===== config.mk =====
export PLATFORM = sky130hd
export DESIGN_NAME = speed_control
export DESIGN_NICKNAME = d
export VERILOG_FILES = /design/src/rtl/speed_control_pkg.sv /design/src/rtl/speed_control_key_debounce.sv /design/src/rtl/speed_control.sv
export SDC_FILE = /design/constraint.sdc
export NUM_CORES = 1
export LEC_CHECK = 0
export ABC_AREA = 1
export CAP_MARGIN = 20
export CORE_MARGIN = 2
export CORE_UTILIZATION = 50
export DETAILED_ROUTE_END_ITERATION = 7
export PLACE_DENSITY = 0.77
export SYNTH_ARGS = -nofsm -noshare
export SYNTH_HDL_FRONTEND = slang
export SYNTH_SLANG_ARGS = --single-unit

===== constraint.sdc =====
create_clock -name Clock -period 1.35 [get_ports Clock]
set_input_delay 0.27 -clock Clock [delete_from_list [all_inputs] [get_ports Clock]]
set_output_delay 0.27 -clock Clock [all_outputs]
set_load 0.05 [all_outputs]

===== src/rtl/speed_control_pkg.sv =====
// Shared definitions for the speed select path: code width, saturation limits
// and the sizing helper for the debounce / auto-repeat counters.
package speed_control_pkg;

    localparam int SPEED_W = 2;
    localparam logic [SPEED_W-1:0] SPEED_MIN  = 2'b00;
    localparam logic [SPEED_W-1:0] SPEED_MAX  = 2'b11;
    localparam logic [SPEED_W-1:0] SPEED_STEP = 2'b01;

    // Keys are active-low, so the released level is 1.
    localparam logic KEY_RELEASED = 1'b1;
    localparam logic KEY_PRESSED  = 1'b0;

    // Bits needed for a counter that runs 0..n-1 (at least one bit).
    function automatic int cnt_width(input int n);
        if (n < 2) begin
            return 1;
        end else begin
            return $clog2(n);
        end
    endfunction

endpackage


===== src/rtl/speed_control_key_debounce.sv =====
// One push button: two-flop synchronizer, debounce counter and press-event
// generation with optional auto-repeat while the key stays debounced-pressed.
module key_debounce
    import speed_control_pkg::*;
#(
    parameter int DEBOUNCE_CYCLES = 500,
    parameter int REPEAT_CYCLES   = 2000
) (
    input  logic Clock,
    input  logic Reset,
    input  logic key_n,
    output logic press
);

    localparam int DCW = cnt_width(DEBOUNCE_CYCLES);
    localparam int RCW = cnt_width(REPEAT_CYCLES);
    localparam logic [DCW-1:0] DEB_LAST = DCW'(DEBOUNCE_CYCLES - 1);
    localparam logic [DCW-1:0] DEB_ONE  = DCW'(1);
    localparam logic [RCW-1:0] RPT_LAST = RCW'((REPEAT_CYCLES > 0) ? (REPEAT_CYCLES - 1) : 0);
    localparam logic [RCW-1:0] RPT_ONE  = RCW'(1);

    logic           sync1_r;
    logic           sync2_r;
    logic           deb_r;
    logic           deb_prev_r;
    logic [DCW-1:0] deb_cnt_r;
    logic [RCW-1:0] rpt_cnt_r;
    logic           press_r;

    logic           mismatch_s;
    logic           flip_s;
    logic           rise_s;
    logic           repeat_s;

    // Debounce decisions; rise_s marks the first cycle after the level went pressed.
    always_comb begin
        mismatch_s = (sync2_r != deb_r);
        flip_s     = mismatch_s && (deb_cnt_r == DEB_LAST);
        rise_s     = (deb_r == KEY_PRESSED) && (deb_prev_r == KEY_RELEASED);
        if ((REPEAT_CYCLES > 0) && (deb_r == KEY_PRESSED) && !rise_s && (rpt_cnt_r == RPT_LAST)) begin
            repeat_s = 1'b1;
        end else begin
            repeat_s = 1'b0;
        end
    end

    // Synchronizer, debounced level and debounce counter.
    always_ff @(posedge Clock) begin
        if (Reset) begin
            sync1_r    <= KEY_RELEASED;
            sync2_r    <= KEY_RELEASED;
            deb_r      <= KEY_RELEASED;
            deb_prev_r <= KEY_RELEASED;
            deb_cnt_r  <= '0;
        end else begin
            sync1_r    <= key_n;
            sync2_r    <= sync1_r;
            deb_prev_r <= deb_r;
            if (flip_s) begin
                deb_r     <= sync2_r;
                deb_cnt_r <= '0;
            end else if (mismatch_s) begin
                deb_cnt_r <= deb_cnt_r + DEB_ONE;
            end else begin
                deb_cnt_r <= '0;
            end
        end
    end

    // Auto-repeat timer, restarted by every event and held at 0 while released.
    always_ff @(posedge Clock) begin
        if (Reset) begin
            rpt_cnt_r <= '0;
            press_r   <= 1'b0;
        end else begin
            press_r <= rise_s || repeat_s;
            if ((deb_r == KEY_RELEASED) || rise_s || (rpt_cnt_r == RPT_LAST)) begin
                rpt_cnt_r <= '0;
            end else begin
                rpt_cnt_r <= rpt_cnt_r + RPT_ONE;
            end
        end
    end

    assign press = press_r;

endmodule


===== src/rtl/speed_control.sv =====
// Two-button speed selector: saturating Speed register stepped by debounced
// up/down press events, with a one-cycle Changed pulse on every real change.
module speed_control
    import speed_control_pkg::*;
#(
    parameter int                 DEBOUNCE_CYCLES = 500,
    parameter int                 REPEAT_CYCLES   = 2000,
    parameter logic [SPEED_W-1:0] RESET_SPEED     = 2'b00
) (
    input  logic               Clock,
    input  logic               Reset,
    input  logic               KeyUp_n,
    input  logic               KeyDown_n,
    output logic [SPEED_W-1:0] Speed,
    output logic               Changed
);

    logic               up_evt_s;
    logic               down_evt_s;
    logic [SPEED_W-1:0] speed_next_s;
    logic [SPEED_W-1:0] speed_r;
    logic               changed_r;

    key_debounce #(
        .DEBOUNCE_CYCLES (DEBOUNCE_CYCLES),
        .REPEAT_CYCLES   (REPEAT_CYCLES)
    ) u_key_up (
        .Clock (Clock),
        .Reset (Reset),
        .key_n (KeyUp_n),
        .press (up_evt_s)
    );

    key_debounce #(
        .DEBOUNCE_CYCLES (DEBOUNCE_CYCLES),
        .REPEAT_CYCLES   (REPEAT_CYCLES)
    ) u_key_down (
        .Clock (Clock),
        .Reset (Reset),
        .key_n (KeyDown_n),
        .press (down_evt_s)
    );

    // Next speed: simultaneous events cancel, saturated requests are ignored.
    always_comb begin
        speed_next_s = speed_r;
        if (up_evt_s && !down_evt_s && (speed_r != SPEED_MAX)) begin
            speed_next_s = speed_r + SPEED_STEP;
        end else if (down_evt_s && !up_evt_s && (speed_r != SPEED_MIN)) begin
            speed_next_s = speed_r - SPEED_STEP;
        end else begin
            speed_next_s = speed_r;
        end
    end

    // Speed register and its change strobe.
    always_ff @(posedge Clock) begin
        if (Reset) begin
            speed_r   <= RESET_SPEED;
            changed_r <= 1'b0;
        end else begin
            speed_r   <= speed_next_s;
            changed_r <= (speed_next_s != speed_r);
        end
    end

    assign Speed   = speed_r;
    assign Changed = changed_r;

endmodule


==> metrics.md, run 1 <==
| Metric | Value |
|---|---|
| Max Freq | `771 MHz` |
| Fraction of layout cells with a size suffix above 1 | `18.4%` |
| Worst slew pin tran | `299 ps` |
| Period utilization | `96.1%` |
| Syn avg cell area | `7.47 um2` |
| Top Layer Used | `met4` |
| Core Box Area | `4410 um2` |
| CTS Buffer Depth | `2` |
| Worst hold stages | `1` |
| DP HPWL | `2810 um` |
| Clock Skew | `5.26 ps` |
| Hold Crit Class | `register to register` |
| Pleak | `0.980 nW` |
| Worst R2R Setup Slack | `50 ps` |
| Peak VDD IR | `0.000512 V` |
| Maxcap violations | `0` |
| Worst setup SP type | `register` |
| Design area | `2740 um2` |
| Syn nets | `320` |
| Post-synthesis register bit count | `53` |
| Pre-antenna DRT Iters | `4` |
| First-pass GRT wire length | `7020 um` |
| Hold bufs inserted after CTS | `0` |
| # DRC | `0` |
| Max Slew Vio Count | `0` |
| Hold Fails Final Rpt | `0` |
| Number of vias in the routed layout | `1954` |
| Via density | `5.02` |
| Sequential element share of the synthesized area | `45.8%` |
| Gpl congestion | `0.805` |
| CTS root buffer | `clkbuf_8` |
| Initial antenna violation count | `0` |
| Dpl ws | `-194 ps` |
| Antenna Nets Post-Route | `0` |
| Cts bufs inserted | `5` |
| Required time of the worst setup path | `1560 ps` |
| Buffers on Ports | `6` |
| Metal-1 WL | `2000 um` |
| Largest net degree at the start of global routing | `17` |
| Fin crit period | `1300 ps` |
| DP Area | `2520 um2` |
| Setup crit end kind | `register` |
| Initial Utilization | `52.4%` |
| Met2 routed wirelength | `2050 um` |
| Register area | `1070 um2` |
| Worst rel slew slack | `80.1%` |
| H-tree Lvls | `2` |
| Grt ovf | `0` |
| Mapped cell area | `2310 um2` |
| Clock latency at the later pin of the worst-skew pair | `310 ps` |
| Die X | `72.0 um` |
| Filler instances | `369` |
| CTS tree | `built` |
| Row count | `24` |
| Detail Route met3 WL | `153 um` |
| YS warnings | `0` |
| GRT Util Overall | `17.0%` |
| Post-synthesis cell type count | `23` |
| Die H | `72.0 um` |
| Io pins | `7` |
| Power per cell area | `930 nW/um2` |
| WL/cell | `11.1 um` |
| Setup WS post-layout | `52.4 ps` |
| Synthesized netlist cell count | `310` |
| Run status | `finished clean` |
| Worst r2r path cells | `6` |
| Ant diodes | `0` |
| Setup violators final | `0` |
| CP max FO | `4` |
| Vias in the first global route | `1748` |
| Starting DRT DRC Count | `122` |
| Crit Path Class | `register to register` |
| Die Area | `5190 um2` |
| Area of the multi-input gates | `1170 um2` |
| DRT Wirelength | `4310 um` |
| Sink Count | `53` |
| Clk slew on worst S/H paths | `90 ps` |
| Layout overhead on the synthesized area | `18.4%` |
| Critical Path AT | `1510 ps` |
| Post-layout nets | `346` |
[final timing paths]
check | startpoint | to
worst max-delay path | Speed[0] | Speed[0]
worst min-delay path | u_key_down.sync1_r | u_key_down.sync2_r
worst max register to register | Speed[0] | Speed[0]
worst min register to register | u_key_down.sync1_r | u_key_down.sync2_r
[power breakdown]
group / internal [mW] / switching (mW) / leakage [nW]
logic: 0.0233 / 0.0190 / 0.498
clock network: 0.417 / 0.519 / 0.0512
registers: 1.57 / 0.00332 / 0.431
total: 2.01 / 0.542 / 0.980
[critical path, stage by stage, from the launching register on]
cell and delay (ps):
dfxtp_4 380, inv_1 60, ha_1 190, nand3b_1 210
buf_4 170, a21oi_1 130, nor2_1 50
[metal layers]
layer / global-route usage, % / up-vias
li1: - / 1026
met1: 19.9 / 884
met2: 29.0 / 33
met3: 4.86 / 11
met4: 7.76 / 0
met5: 0 / -
[final cells by class]
| cell class | instances | share of cell area [%] |
|---|---|---|
| Clock buffer | 6 | 3.01 |
| Clock inverter | 2 | 0.502 |
| Inverter | 43 | 5.89 |
| Multi-Input combinational cell | 215 | 42.6 |
| Sequential cell | 53 | 39.0 |
| Tap cell | 52 | 2.37 |
| Timing Repair Buffer | 18 | 6.57 |
[flip-flops by register name, summed over array words and instances, names as in the netlist, 2 cells and up]
register and count:
u_key_down.rpt_cnt_r 11, u_key_up.rpt_cnt_r 11, u_key_down.deb_cnt_r 9, u_key_up.deb_cnt_r 9
Speed 2
[layout by cell type, fill, tap and decap left out, drive strengths merged, types with 4 or more instances in the layout]
| cell | n |
|---|---|
| nand3b | 4 |
| nor2 | 47 |
| xor2 | 6 |
| nand2 | 72 |
| xnor2 | 6 |
| nand3 | 28 |
| or2 | 9 |
| clkbuf | 6 |
| nand4 | 5 |
| buf | 15 |
| dfxtp | 53 |
| ha | 6 |
| a21oi | 23 |
| inv | 43 |
[logic make-up after synthesis]
family	count (synthesis)	share of synthesized area, %
AOI/OAI and AO/OA	29	6.76
xor gates and xnor gates	12	4.54
adders and majority gates	6	3.24
buffers and inverters	45	7.95
DFF	53	45.8
and+or+nand+nor	165	31.7
[through the flow]
stage	power (mW)	hold WS [ps]	std cells	utilization, %	TNS [ps]
6_report	2.55	418	389	62.1	0
5_1_grt	2.63	425	389	62.1	-31.6
3_3_place_gp	1.65	392	375	57.0	-3670
2_1_floorplan	1.62	339	310	-	0
3_5_place_dp	1.65	397	375	57.0	-4640
4_1_cts	2.58	418	383	59.4	0
[cells in the mapped netlist]
cell / n / area (um2)
a21oi_1: 22 / 110
a21oi_2: 1 / 8.76
buf_6: 2 / 22.5
dfxtp_1: 53 / 1060
ha_1: 6 / 75.1
inv_1: 42 / 158
inv_2: 1 / 3.75
nand2_1: 68 / 255
nand2_2: 3 / 18.8
nand3_1: 23 / 115
nand3_2: 3 / 30.0
nand3b_1: 4 / 30.0
nand4_1: 5 / 31.3
nor2_1: 45 / 169
nor2_2: 2 / 12.5
nor3_1: 3 / 15.0
o21a_1: 1 / 7.51
o21ai_0: 3 / 15.0
o21bai_1: 2 / 15.0
or2_0: 1 / 6.26
or2_2: 8 / 50.1
xnor2_1: 6 / 52.6
xor2_1: 6 / 52.6
[timing repair]
item,4_1_cts,5_1_grt
cloned,0,3
setup buffers,0,3
gates resized for setup,2,20
endpoints found under the setup margin,3,33
pin swaps,0,9
No activity file was read; power rests on OpenSTA's default activity.
==> run 2, diff against run 1 <==
- SLEW_MARGIN: not set -> 20
==> results of run 2 <==
Same layout as run 1: the final DEF is identical, and so are final timing and power.
